## src/rtl/hazard_scoreboard.sv

```systemverilog
// -----------------------------------------------------------------------------
// hazard_scoreboard
//
// Issue-side hazard tracker for the 8-register pipelined core. Each register
// has a small in-flight write counter: it goes up when a write is accepted at
// issue and down when that write shows up on the writeback port. A second
// per-register countdown (ldc) covers load results that cannot be forwarded
// yet. Issue is stalled on a load-use dependency or when the destination
// counter is already at its maximum.
//
// Parameters
//   CNTW      width of each in-flight counter (max count 2^CNTW-1)
//   LOAD_LAT  cycles after load acceptance before the result is forwardable
//             (1..7)
//
// Ports
//   clk             clock, all state updates on the rising edge
//   rst             synchronous active-low reset
//   issue_valid     decode presents an instruction
//   issue_rd        destination register of that instruction
//   issue_regwrite  instruction writes issue_rd
//   issue_osrc      result source: 1 = load, 0 = ALU
//   rs1, rs2        source registers
//   rs1_used/rs2_used  corresponding source is actually read
//   writereg        writeback destination register
//   regwrite        writeback commits a write this cycle
//   stall           combinational: instruction must not advance
//   issue_ack       combinational: issue accepted this cycle
//   busy            per-register "counter nonzero"
//   inflight        registered total of in-flight writes (4-bit, wraps)
//   err             sticky: writeback seen for a register with no write
//                   in flight
// -----------------------------------------------------------------------------
module hazard_scoreboard #(
  parameter int CNTW     = 2,
  parameter int LOAD_LAT = 2
) (
  input  logic       clk,
  input  logic       rst,
  input  logic       issue_valid,
  input  logic [2:0] issue_rd,
  input  logic       issue_regwrite,
  input  logic       issue_osrc,
  input  logic [2:0] rs1,
  input  logic [2:0] rs2,
  input  logic       rs1_used,
  input  logic       rs2_used,
  input  logic [2:0] writereg,
  input  logic       regwrite,
  output logic       stall,
  output logic       issue_ack,
  output logic [7:0] busy,
  output logic [3:0] inflight,
  output logic       err
);

  localparam int NREG = 8;

  localparam logic [CNTW-1:0] CNT_MAX  = '1;
  localparam logic [CNTW-1:0] CNT_ZERO = '0;
  localparam logic [CNTW-1:0] CNT_ONE  = CNTW'(1);
  localparam logic [2:0]      LD_INIT  = 3'(LOAD_LAT);

  // Elaboration-time guard: the load countdown is 3 bits wide.
  if (LOAD_LAT < 1 || LOAD_LAT > 7) begin : g_bad_load_lat
    $error("hazard_scoreboard: LOAD_LAT must be in 1..7");
  end
  if (CNTW < 1) begin : g_bad_cntw
    $error("hazard_scoreboard: CNTW must be at least 1");
  end

  // ---------------------------------------------------------------------------
  // State
  // ---------------------------------------------------------------------------
  logic [CNTW-1:0] cnt_q [NREG];
  logic [CNTW-1:0] cnt_d [NREG];
  logic [2:0]      ldc_q [NREG];
  logic [2:0]      ldc_d [NREG];
  logic [3:0]      inflight_d;
  logic            err_d;

  // ---------------------------------------------------------------------------
  // Hazard detection and issue handshake
  // ---------------------------------------------------------------------------
  logic hz_ld;
  logic hz_sat;
  logic wr_acc;   // accepted instruction that writes a register
  logic ret_ok;   // retire of a register with a write in flight
  logic ret_bad;  // retire of a register with nothing in flight

  always_comb begin
    // NOTE: every signal driven from always_comb gets a value on every path
    // (defaults first) so no latch is inferred.
    hz_ld     = 1'b0;
    hz_sat    = 1'b0;
    stall     = 1'b0;
    issue_ack = 1'b0;
    wr_acc    = 1'b0;
    ret_ok    = 1'b0;
    ret_bad   = 1'b0;

    // A load result is unforwardable while its countdown is nonzero. Only
    // sources that are really read can create a dependency.
    hz_ld  = (rs1_used && (ldc_q[rs1] != 3'd0)) ||
             (rs2_used && (ldc_q[rs2] != 3'd0));
    // Another write to a full counter would wrap it.
    hz_sat = issue_regwrite && (cnt_q[issue_rd] == CNT_MAX);

    // Stall depends only on current state and issue inputs, never on the
    // same-cycle retire, to keep the decode path short.
    stall     = issue_valid && (hz_ld || hz_sat);
    issue_ack = issue_valid && !stall;

    wr_acc  = issue_ack && issue_regwrite;
    ret_ok  = regwrite && (cnt_q[writereg] != CNT_ZERO);
    ret_bad = regwrite && (cnt_q[writereg] == CNT_ZERO);
  end

  // ---------------------------------------------------------------------------
  // Next-state computation per register
  // ---------------------------------------------------------------------------
  always_comb begin
    for (int r = 0; r < NREG; r++) begin
      cnt_d[r] = cnt_q[r];
      ldc_d[r] = ldc_q[r];
    end
    busy       = '0;
    inflight_d = inflight;
    err_d      = err;

    for (int r = 0; r < NREG; r++) begin
      logic inc;
      logic dec;
      inc = wr_acc && (issue_rd == 3'(r));
      dec = ret_ok && (writereg == 3'(r));

      // A write and a retire of the same register cancel out. A retire of
      // an idle register never decrements (ret_ok is false), so an accepted
      // write in that same cycle still counts.
      if (inc && !dec) begin
        cnt_d[r] = cnt_q[r] + CNT_ONE;
      end else if (dec && !inc) begin
        cnt_d[r] = cnt_q[r] - CNT_ONE;
      end

      // Load countdown: free-running decrement; a new load reloads it, and
      // retiring the last in-flight write means the value is already in the
      // register file, so the countdown is cleared early.
      if (ldc_q[r] != 3'd0) begin
        ldc_d[r] = ldc_q[r] - 3'd1;
      end
      if (inc && issue_osrc) begin
        ldc_d[r] = LD_INIT;
      end else if (dec && !inc && (cnt_q[r] == CNT_ONE)) begin
        ldc_d[r] = 3'd0;
      end

      busy[r] = (cnt_q[r] != CNT_ZERO);
    end

    // The running total tracks exactly the counter increments/decrements.
    unique case ({wr_acc, ret_ok})
      2'b10:   inflight_d = inflight + 4'd1;
      2'b01:   inflight_d = inflight - 4'd1;
      default: inflight_d = inflight;
    endcase

    if (ret_bad) begin
      err_d = 1'b1;
    end
  end

  // ---------------------------------------------------------------------------
  // State registers
  // ---------------------------------------------------------------------------
  always_ff @(posedge clk) begin
    // NOTE: sequential state uses non-blocking assignments only, so every
    // flop samples the pre-edge values regardless of statement order.
    if (!rst) begin
      // NOTE: cnt/ldc are small flop arrays, not a RAM macro, so they are
      // reset like any other control state; the hazard logic depends on it.
      for (int r = 0; r < NREG; r++) begin
        cnt_q[r] <= CNT_ZERO;
        ldc_q[r] <= 3'd0;
      end
      inflight <= 4'd0;
      err      <= 1'b0;
    end else begin
      for (int r = 0; r < NREG; r++) begin
        cnt_q[r] <= cnt_d[r];
        ldc_q[r] <= ldc_d[r];
      end
      inflight <= inflight_d;
      err      <= err_d;
    end
  end

endmodule

```

## config.mk

```make
export PLATFORM = sky130hd
export DESIGN_NAME = hazard_scoreboard
export DESIGN_NICKNAME = d
export VERILOG_FILES = /design/src/rtl/hazard_scoreboard.sv
export SDC_FILE = /design/constraint.sdc
export NUM_CORES = 1
export LEC_CHECK = 0
export BUFFER_PORTS_ARGS = -buffer_cell sky130_fd_sc_hd__buf_2
export CAP_MARGIN = 20
export CORE_AREA = 2 2 77 79
export CTS_BUF_LIST = sky130_fd_sc_hd__clkbuf_8
export CTS_CLUSTER_DIAMETER = 50
export DETAILED_ROUTE_END_ITERATION = 12
export DIE_AREA = 0 0 79 81
export PLACE_DENSITY = 0.81
export SLEW_MARGIN = 20
export SYNTH_ARGS = -nofsm -noshare
export SYNTH_HDL_FRONTEND = slang
export SYNTH_SLANG_ARGS = --single-unit
export TNS_END_PERCENT = 5
```

## constraint.sdc

```tcl
create_clock -name clk -period 3.9 [get_ports clk]
set_input_delay 0.78 -clock clk [delete_from_list [all_inputs] [get_ports clk]]
set_output_delay 0.78 -clock clk [all_outputs]
set_load 0.02 [all_outputs]
```

# Word level (Yosys, flattened, before mapping)
# Memory sizes are Yosys's and may differ from the RTL's.
# Cells that the tools add are included.
[totals]
regBits = 5
ramBits = 40
inputBits = 20
output_inout_bits = 15
elab_cells = 228
memories = 2
[op_classes]
addsub = 26
n_eq_ne = 25
n_mux = 59
bitwise_logic = 16
n_reduce_logical = 98
[memory_table]
columns = ["name", "words", "word_bits", "read_ports", "rd_clocked_by_memory_dff", "write_ports", "line", "source"]
rows = [
  ["ldc_q", 8, 3, 10, 0, 8, "77", "logic [2:0] ldc_q [NREG];"],
  ["cnt_q", 8, 2, 10, 0, 8, "75", "logic [CNTW-1:0] cnt_q [NREG];"],
]
[ops]
columns = ["op", "n"]
rows = [
  ["3-bit 2-to-1 mux", 32],
  ["1-bit logical AND", 56],
  ["2-bit 2-to-1 mux", 24],
  ["3-bit nonzero test", 10],
  ["3-bit == test (second input constant)", 8],
  ["3-bit by 1-bit subtractor with 3-bit output (second input constant)", 8],
  ["2-bit nonzero test", 10],
  ["2-bit by 1-bit == test with 1-bit output (second input constant)", 9],
  ["1-bit zero test", 17],
  ["2-bit by 1-bit adder with 2-bit output (second input constant)", 8],
  ["1-bit OR", 16],
  ["2-bit by 1-bit subtractor with 2-bit output (second input constant)", 8],
  ["3-bit by 2-bit == test with 1-bit output (second input constant)", 4],
  ["4-bit one-hot mux with 2 select lines", 1],
  ["3-bit by 1-bit == test with 1-bit output (second input constant)", 2],
  ["3-bit zero test", 2],
  ["4-bit by 1-bit adder with 4-bit output (second input constant)", 1],
  ["2-bit == test (second input constant)", 2],
  ["4-bit by 1-bit subtractor with 4-bit output (second input constant)", 1],
  ["2-bit zero test", 1],
  ["1-bit logical OR", 2],
  ["1-bit 2-to-1 mux", 2],
]

# Depth between registers and ports, before layout
# An unclocked memory read counts as a cell.
[depth]
word_depth = 16
ltp_mapped = 15
depth_no_buf = 12

# Worst setup path before layout
# Ideal clock, no wire load.
[synth_timing]
path_type = "input-to-reg"
start = "input port rs2[0]"
end = "register inflight[3]"
setup_ns = 0.076
arrival_time_ns = 3.243
required_ns = 3.824
path_slack_ns = 0.582
stages = 13
n_path_buf = 2
path_cell_list = "mux4_2 > o32ai_1 > o211a_1 > buf_4 > buf_2 > nand3_1 > ha_1 > ha_1 > a21o_1 > a21oi_1 > xnor2_1 > or3_1 > a21boi_0"
[synth_between]
elab_chain_cells = 11
[synth_lines]
columns = ["item", "line", "source"]
rows = [
  ["start, declared", "45", "input logic [2:0] rs2,"],
  ["memory read 8 x 3 bit *", "--", ""],
  ["3-bit nonzero test *", "105", "(rs2_used && (ldc_q[rs2] != 3'd0));"],
  ["1-bit logical AND *", "105", ""],
  ["1-bit logical OR *", "104", "hz_ld = (rs1_used && (ldc_q[rs1] != 3'd0)) ||"],
  ["1-bit logical OR *", "111", "stall = issue_valid && (hz_ld || hz_sat);"],
  ["1-bit logical AND *", "111", ""],
  ["1-bit zero test *", "112", "issue_ack = issue_valid && !stall;"],
  ["1-bit logical AND *", "112", ""],
  ["1-bit logical AND *", "114", "wr_acc = issue_ack && issue_regwrite;"],
  ["2-bit by 1-bit == test with 1-bit output / 2-bit == test (equally long branches)", "162", "unique case ({wr_acc, ret_ok})"],
  ["4-bit one-hot mux with 2 select lines / 2-bit nonzero test (equally long branches)", "--", ""],
  ["end signal, assigned", "193", "inflight <= inflight_d;"],
  ["end, declared", "53", "output logic [3:0] inflight,"],
]
# Mark *: on every way between the ends. The rest lies on a longest branch, timed or not.
# A chain may end at the register's enable or synchronous reset.

==> impl_summary.md <==
Synth
Measured against the total synthesized area, the mux share comes to 0.0302. Synthesis inferred 45 register bits. Averaged over all synthesized cells, the footprint is 8.14 µm². Counting flops with a built-in enable in the synthesized netlist gives 0. The leading area contributor after synthesis is dfxtp_1. Of the total synthesized cell area, the portion taken by XOR and XNOR cells is 0.0713. The post-synthesis compound-gate area fraction is 0.159.

For this run, the number of Yosys warnings is 0. The number of nets handed over by synthesis was 471. By area the synthesized netlist is led by dfxtp_1 (27%), ha_1 (16%), and2_1 (5.1%). Of the post-synthesis cell area, the dominant cell type holds 0.272. By area, the combinational part of the netlist is dominated by simple AND/OR/NAND/NOR gates. The most frequent cell after synthesis is dfxtp_1.

The gate count of the mapped netlist is 407. The share of synthesized cell area in and, or, nand and nor gates is 0.230. The number of distinct library cells after synthesis is 41. The fraction of registers with async set or reset after synthesis is 0.

Of the total synthesized cell area, the portion taken by full adders, half adders and majority gates is 0.168. For this run, the leading register cell type out of synthesis is dfxtp_1. In the synthesized netlist, the cells that appear most often are dfxtp_1 (45), ha_1 (43), nand2_1 (42). The sequential share of the synthesized area is 0.272. Summing every instance area after synthesis gives 3310 µm².

STA
The upper clock frequency limit is 289 MHz. Adding up every negative setup slack in the final design gives 0 ns. The number of slew-limit violations in the final report came to 0. Across the routed clock network, the largest skew measured is between 0.007 and 0.008 ns. The ratio of final minimum period to clock period is 0.888. Hold is met by 0.488 ns. For the pin with the worst max-slew slack, the measured transition is roughly 0.73 ns. The final worst slack is 0.438 ns.

The final number of setup-violating endpoints is 0. The hold violation count in the final report came to 0. Setup repair after global routing left no endpoint under its margin.

The headroom to the max-slew limit is 0.510. The shortest period the worst path allows is 3.46 ns.

Finish
The layout has slightly above 500 filler cells. From synthesis to final layout, the design area changed by 8.27%. The finished layout holds 508 standard cells, fillers aside. The layout net count is 496.

The repair_antennas step left the layout with diodes totalling 0. The area of all placed cells without fillers is 3590 µm². Of the cells placed in the final design, the portion with a size suffix greater than 1 is 0.111.

Die
The horizontal die dimension is 79 µm. The number of cell rows is 28. The floorplan die area is 6400 µm².

Measured along the y axis, the die boundary spans 81 µm. The top-level port count is 35. After floorplanning, the core was sized to cover roughly 5700 µm².

For this configuration, the core starts out at a cell density of 0.584.

Place
OpenSTA, run right after detailed placement, puts the worst setup slack at 0.444 ns. At the end of routability-driven placement, the weighted congestion stood at 0.865. The total placed instance area is 3510 µm². The HPWL after detailed placement is 5290 µm. Port buffering added 34 buffers. The cell count after placement is 500.

CTS
The TritonCTS sink count is 45. The number of setup buffers added after CTS is 0. The clock passes through at most 2 buffers. The number of clock buffers added by TritonCTS is 5. The level count of the clock H-tree is 2. The CTS tree is yes. The later pin in the worst-skew pair is clocked with a latency of around 0.30 ns.

The number of gates resized after CTS is 0. In this run the clock root is driven by a clkbuf_8. The CTS clock-pin slew for the worst setup and hold paths is 0.09 ns. In this run, post-CTS hold repair placed 0 buffers.

Setup path
STA classifies the critical path startpoint as a flip-flop. The required time reported for the critical path endpoint is 3.12 ns. In this run the worst path has a maximum fanout of 42. The worst setup path category is flip-flop to output pin. The data arrival time at the worst-slack endpoint is 2.68 ns.

The sort of element at the end of the critical path is an output pin.

Outcome
The run finished with clean final reports.

Power
The internal power consumption is 1.02 mW. The sequential share of power is 0.378. The peak ir drop on the vdd network is 216 µV. For this design the total switching power over the nets is 675 µW. The switching portion of total power is 0.397. Of the total power, the clock network draws 0.166.

The total power divided by cell area is 473 nW/µm². Of the total power, combinational logic draws 0.456. In this run the static leakage power is 1.62 nW.

Route
The routed length per placed instance is 13.7 µm. The post-detailed-route count of antenna-violating nets is 0. Before antenna repair, the detailed router went through 4 iterations.

The routed via count is 2,849. The per-cell via count in the routed design is 5.61. The starting DRC count in detailed routing is between 150 and 200.

The total length of routed wires is 6980 µm. After detailed routing, the number of remaining DRC violations is 0.

Global routing
The number of antenna violations at the first check in global routing was 0. The number of global-route vias before repair came to 2,702. For this run, the total global-route usage over all layers was measured as 0.233. The largest net degree at the start of global routing is 43. After global routing the overflow that remains totals 0. The first global-routing pass estimated 11,800 µm of wire.

Flow run
The total of max-cap violations is 0.

Min path
The type of the most critical hold path is flip-flop to flip-flop.
-- final cells by class --
type | count | area [µm²] | area share
Clock buffer | 5 | 68.8 | 0.0192
Clock inverter | 3 | 13.8 | 0.00384
Inverter | 40 | 150 | 0.0418
Multi-Input combinational cell | 305 | 2180 | 0.608
Sequential cell | 45 | 901 | 0.251
Tap cell | 75 | 93.8 | 0.0262
Timing Repair Buffer | 35 | 178 | 0.0495
-- layout by cell type (no fill, tap or decap), drive strengths merged, types with 10 or more instances in the layout --
| cell | n |
|---|---|
| dfxtp | 45 |
| ha | 43 |
| nand2 | 42 |
| inv | 41 |
| buf | 35 |
| and2 | 27 |
| nor2 | 26 |
| o21ai | 26 |
| nand3 | 16 |
| xnor2 | 14 |
| xor2 | 13 |
| and3 | 12 |
| a311oi | 10 |
-- worst max-delay path, cell delays in order, from the launching register on --
cell and delay (ns):
dfxtp_1 0.35, or3_1 0.41, mux4_2 0.46, o32ai_1 0.22, o211a_1 0.24, buf_4 0.36
and2_1 0.18, buf_2 0.15
-- power groups by stage --
stage	clock network, mW	registers (mW)	logic, mW
2_1_floorplan	0	0.638	0.628
3_3_place_gp	0	0.646	0.733
3_5_place_dp	0	0.653	0.764
4_1_cts	0.285	0.642	0.777
5_1_grt	0.299	0.659	0.890
6_report	0.282	0.641	0.775
-- path summary, 6_finish.rpt --
| path | start | end | slack [ns] | depth (start not counted) |
|---|---|---|---|---|
| hold / removal | err | err | 0.49 | 1 |
| hold reg to reg | err | err | 0.49 | 1 |
| setup / recovery | ldc_q[1][0] | issue_ack | 0.44 | 7 |
| setup reg to reg | ldc_q[1][0] | inflight[3] | 0.63 | 12 |
-- metal layers --
metal | GRT usage | share of wire | up-vias
met5 | 0 | 0 | -
met4 | 0.0914 | 0.017 | 0
met3 | 0.0333 | 0.052 | 11
met2 | 0.403 | 0.48 | 72
met1 | 0.294 | 0.45 | 1319
li1 | - | - | 1447
-- per-stage QoR --
step | power, mW | utilization
final | 1.70 | 0.632
after detailed placement | 1.42 | 0.618
after global routing | 1.85 | 0.632
after CTS | 1.70 | 0.632
after floorplan | 1.27 | -
after global placement | 1.38 | 0.618
-- sequential cells by signal (all words and copies together) (netlist names) --
name and flops:
cnt_q 16, ldc_q 24, inflight 4, err 1
-- cell families (layout without fill, tap and decap cells) --
logic type,count (synthesis),in the layout
compound gates,78,78
xor+xnor,27,27
fa+ha+maj,44,44
buf+inv,57,83
flops,45,45
mux,5,5
simple gates,151,151
(Power assumes the default switching activity.)
